$ cat src/rtl/legv8_pkg.sv
// Shared LEGv8 datapath constants, the fetch FSM state type and the image range check.
package legv8_pkg;

  localparam int unsigned INSN_BYTES = 4;
  localparam int unsigned XLEN       = 64;
  localparam int unsigned INSN_W     = 32;

  typedef enum logic {
    FETCH = 1'b0,
    END   = 1'b1
  } fetch_state_e;

  // The sum is taken in 65 bits, so an address near 2^64 cannot wrap back into range.
  function automatic logic fits_image(input logic [XLEN-1:0] addr,
                                      input int unsigned     imem_bytes);
    return ({1'b0, addr} + 65'(INSN_BYTES)) <= 65'(imem_bytes);
  endfunction

endpackage

$ cat src/rtl/if_id_reg.sv
// IF/ID pipeline slot: holds {valid, pc, instr}.
// Priority is flush > load > consume > hold.
module if_id_reg
  import legv8_pkg::*;
(
  input  logic              clk,
  input  logic              rst,
  input  logic              flush,
  input  logic              load,
  input  logic              consume,
  input  logic [XLEN-1:0]   load_pc,
  input  logic [INSN_W-1:0] load_instr,
  output logic              valid,
  output logic [XLEN-1:0]   pc,
  output logic [INSN_W-1:0] instr
);

  logic              valid_q, valid_d;
  logic [XLEN-1:0]   pc_q, pc_d;
  logic [INSN_W-1:0] instr_q, instr_d;

  always_comb begin
    valid_d = valid_q;
    pc_d    = pc_q;
    instr_d = instr_q;
    if (flush) begin
      valid_d = 1'b0;
      instr_d = '0;
    end else if (load) begin
      valid_d = 1'b1;
      pc_d    = load_pc;
      instr_d = load_instr;
    end else if (consume) begin
      valid_d = 1'b0;
    end
  end

  always_ff @(posedge clk) begin
    if (rst) begin
      valid_q <= 1'b0;
      pc_q    <= '0;
      instr_q <= '0;
    end else begin
      valid_q <= valid_d;
      pc_q    <= pc_d;
      instr_q <= instr_d;
    end
  end

  assign valid = valid_q;
  assign pc    = pc_q;
  assign instr = instr_q;

endmodule

$ cat src/rtl/fetch_stage.sv
// LEGv8 instruction-fetch front end.
// Holds the PC, a FETCH/END state machine, the IF/ID slot and a delivered-instruction counter.
module fetch_stage
  import legv8_pkg::*;
#(
  parameter logic [63:0] RESET_PC   = 64'h0,
  parameter int unsigned IMEM_BYTES = 32,
  parameter int unsigned CNT_W      = 32
) (
  input  logic             clk,
  input  logic             rst,
  output logic [63:0]      imem_addr,
  input  logic [31:0]      imem_data,
  input  logic             redirect_valid,
  input  logic [63:0]      redirect_target,
  input  logic             id_ready,
  output logic             if_valid,
  output logic [63:0]      if_pc,
  output logic [31:0]      if_instr,
  output logic             fetch_done,
  output logic [CNT_W-1:0] fetch_count
);

  logic [XLEN-1:0] pc_q, pc_d;
  fetch_state_e    state_q, state_d;
  logic [CNT_W-1:0] cnt_q, cnt_d;

  logic            in_range, target_ok, slot_free, load_en, accept;
  logic [XLEN-1:0] target_aligned;

  assign imem_addr = pc_q;

  always_comb begin
    target_aligned = redirect_target & ~64'd3;
    in_range       = fits_image(pc_q, IMEM_BYTES);
    target_ok      = fits_image(target_aligned, IMEM_BYTES);
    slot_free      = !if_valid || id_ready;
    load_en        = (state_q == FETCH) && in_range && slot_free;
    accept         = if_valid && id_ready;

    pc_d    = pc_q;
    state_d = state_q;
    cnt_d   = cnt_q + {{(CNT_W-1){1'b0}}, accept};

    // Redirect wins over load; the slot is flushed even when decode takes it this cycle.
    if (redirect_valid) begin
      pc_d    = target_aligned;
      state_d = target_ok ? FETCH : END;
    end else if (load_en) begin
      pc_d = pc_q + 64'(INSN_BYTES);
    end else if ((state_q == FETCH) && slot_free && !in_range) begin
      state_d = END;
    end
  end

  always_ff @(posedge clk) begin
    if (rst) begin
      pc_q    <= RESET_PC;
      state_q <= FETCH;
      cnt_q   <= '0;
    end else begin
      pc_q    <= pc_d;
      state_q <= state_d;
      cnt_q   <= cnt_d;
    end
  end

  assign fetch_done  = (state_q == END);
  assign fetch_count = cnt_q;

  if_id_reg u_if_id (
    .clk        (clk),
    .rst        (rst),
    .flush      (redirect_valid),
    .load       (load_en),
    .consume    (accept),
    .load_pc    (pc_q),
    .load_instr (imem_data),
    .valid      (if_valid),
    .pc         (if_pc),
    .instr      (if_instr)
  );

endmodule

$ cat config.mk
export PLATFORM = sky130hd
export DESIGN_NAME = fetch_stage
export DESIGN_NICKNAME = d
export VERILOG_FILES = /design/src/rtl/legv8_pkg.sv /design/src/rtl/if_id_reg.sv /design/src/rtl/fetch_stage.sv
export SDC_FILE = /design/constraint.sdc
export NUM_CORES = 1
export LEC_CHECK = 0
export ABC_AREA = 1
export CAP_MARGIN = 25
export CORE_MARGIN = 2
export CORE_UTILIZATION = 45
export CTS_CLUSTER_DIAMETER = 30
export DETAILED_ROUTE_END_ITERATION = 6
export GPL_TIMING_DRIVEN = 0
export HOLD_SLACK_MARGIN = 0.02
export PLACE_DENSITY_LB_ADDON = 0.15
export RECOVER_POWER = 50
export SLEW_MARGIN = 20
export SYNTH_ARGS = -nofsm -noshare
export SYNTH_HDL_FRONTEND = slang
export SYNTH_SLANG_ARGS = --single-unit
$ cat constraint.sdc
create_clock -name clk -period 2.7 [get_ports clk]
set_input_delay 0.405 -clock clk [delete_from_list [all_inputs] [get_ports clk]]
set_output_delay 0.405 -clock clk [all_outputs]
set_load 0.005 [all_outputs]
==> results.tsv <==
metric	value	unit
status	finished with violations	
violations	negative setup slack	
worst_pin_slew	0.639	ns
grt_max_degree	25	
synth_top_area_cell	dfxtp_1	
hold_path.class	primary input to register	
core_area	25000	µm²
die_w	163	µm
io_buffer_count	285	
antenna_left	0	
rr_worst_depth	18	
grt_pass1_wl	67900	µm
num_antenna_cells	0	
htreeDepth	4	
synth_top_family_by_area	simple AND/OR/NAND/NOR gates	
num_rows	58	
ys.flop_type	dfxtp_1	
async_reset_ff_share	0	%
numCtsBuffers	17	
post-route-util	66.0	%
synth.most_common_cell	nand2_1	
yosys_warnings	0	
finalCritPeriodShare	105	%
crit_required	2.99	ns
start_kind	register	
routed_wl	44600	µm
busiest_layer	met2	
hold_depth	3	
slew_headroom	57.4	%
p_leak	6.41	nW
drt_iter0_markers	980	
seq_area_frac_synth	33.6	%
viasPerCell	5.21	
clockBufferDepth	2	
ctsHoldBuffers	0	
clk_latency	0.45	ns
synth_commonest_cells	nand2_1, nor2_1, dfxtp_1	
fmax	353	MHz
crit_chain	ha_4, nand2_8, nor2_4, nand2_1, nor2_2, nand2_1, nand2_1, nand2_1, nor2_2, nand2_1, nor2_1, nand3_2, nor2_4, nand3_4, buf_12, buf_4, nand3_2, a21oi_1	
hpwlAfterDp	35100	µm
drive_above_1_share	13.9	%
gp_congestion	0.939	
cts_tree	done	
ys_ff_latch	190	
grt.met3_usage	7.54	%
die_h	163	µm
grt_usage	32.9	%
synthAdderAreaFrac	0.332	%
syn_avg_cell_area	6.08	µm²
synth-xor-area-share	5.19	%
synthToLayoutAreaGrowth	45.7	%
critPathCaptureType	register	
ys_types	39	
synth_area	11300	µm²
fin_tns_setup	-6.94	ns
cts_root_buffer	clkbuf_16	
use_met2	55.3	%
skew	0.0257	ns
synthCells	1861	
cp_common_cell	nand2_1	
grt_pass1_vias	12400	
max_stage_delay	0.39	ns
rsz0062_at_grt	yes	
yosys.area.top_type_share	33.6	%
vias	13300	
drtPass1Iterations	6	
cts.clk_slew.worst_paths	0.08	ns
fin_nets	2320	
criticalPathCategory	register to register	
setup_slack	-0.129	ns
power-per-cell-area	396	nW/µm²
wl_per_cell	17.4	µm
synth_mux_area_share	0	%
met1_usage	42.2	%
slowest_stage	dfxtp_4	
finalSetupViolCount	120	
antenna_found_initial	0	
maxCapViolations	0	
drcViolationCount	0	
critPathArrivalTime	3.12	ns
start_util	45.3	%
synth_edf_count	0	
die-area	26400	µm²
ys_top_cells_by_area	dfxtp_1, nand2_1, nor2_1	
min_period	2.83	ns
num_io_pins	294	
crit_fanout	9	
cts_sinks	190	
peakVddDrop	0.000380	V
synth_compound_area_share	7.42	%
slew_violations	0	
synth-simple-area-share	45.3	%
grt_remaining_overflow	0	
hold_viol	0	
## cells by family after synthesis
family,Yosys count
simple gates,1223
buf+inv,216
flops,190
compound gates,161
xor+xnor,67
fa+ha+maj,3
other cells,1
## metrics by stage
stage,total power [mW],std cells,worst slack [ns],area (µm²),hold slack (ns)
after global placement,3.78,2479,-1.07,14600,0.423
final,6.53,2560,-0.129,16500,0.327
after CTS,6.52,2542,-0.0619,15800,0.384
after floorplan,3.33,1864,0.0102,11300,0.433
after global routing,6.74,2560,-0.264,16500,0.323
after detailed placement,3.79,2479,-1.03,14600,0.426
## per-layer routing
metal | share of wire, % | up-vias
met3 | 9.0 | 83
li1 | - | 6648
met2 | 47 | 563
met4 | 2.6 | 0
met1 | 42 | 6055
met5 | 0 | -
## final timing paths
path                                     from  slack, ns                          end
setup / recovery    imem_addr[2]$_SDFFE_PP0P_      -0.13    imem_addr[5]$_SDFFE_PP0P_
hold / removal            redirect_target[11]       0.33   imem_addr[11]$_SDFFE_PP0P_
setup reg to reg    imem_addr[2]$_SDFFE_PP0P_      -0.13    imem_addr[5]$_SDFFE_PP0P_
hold reg to reg   u_if_id.pc[23]$_SDFFE_PP0P_       0.44  u_if_id.pc[23]$_SDFFE_PP0P_
## repair_timing
action	CTS	global route
gates cloned	0	1
pin swaps	24	32
setup endpoints to repair	165	166
setup buffers	31	17
resized for setup	125	157
endpoints found under the hold margin	0	0
## critical path: cells and delay by family, from the launching register on
family                   cells  cell delay, ns
adder cells (fa/ha/maj)      1            0.17
flip-flops                   1            0.39
AND/OR/NAND/NOR             14            1.69
AO/OA/AOI/OAI                1            0.07
buffers and inverters        2            0.36
## cell type report
type                            count  area (µm²)
Multi-Input combinational cell   1458        7260
Timing Repair Buffer              334        3290
Sequential cell                   190        3900
Tap cell                          330         413
Clock inverter                     15         236
Fill cell                        2315        8480
Clock buffer                       17         425
Buffer                             59         365
Inverter                          157         592
## power by group
group          total [mW]  switching, mW  internal, mW
Sequential           2.97          0.122          2.85
Clock                2.75           1.43          1.32
Combinational       0.811          0.448         0.363
Total                6.53           2.00          4.54
## sequential cells by signal, summed over array words and instances, names as in the netlist
name	cells
fetch_count	32
fetch_done	1
u_if_id.pc	62
imem_addr	62
u_if_id.valid	1
u_if_id.instr	32
## layout by cell type (no fill, tap or decap), types with 6 or more instances in the layout
cell	count
buf_1	6
nand3b_1	16
clkbuf_1	29
dlymetal6s2s_1	19
clkbuf_16	18
clkinv_8	7
o21ai_0	17
inv_2	7
nand2_1	595
dfxtp_4	15
xor2_1	47
inv_1	149
nor3_2	16
nor3_1	28
nand4_1	47
nor3_4	8
dlygate4sd3_1	77
buf_6	11
xnor2_1	20
nor2_4	34
nand2_2	25
buf_4	53
clkdlybuf4s50_1	189
dfxtp_2	34
nand3_1	106
a21oi_1	115
nand3_2	11
o21ai_1	12
dfxtp_1	141
nor2_2	37
nor2_1	281
No activity file was read; power rests on OpenSTA's default activity.
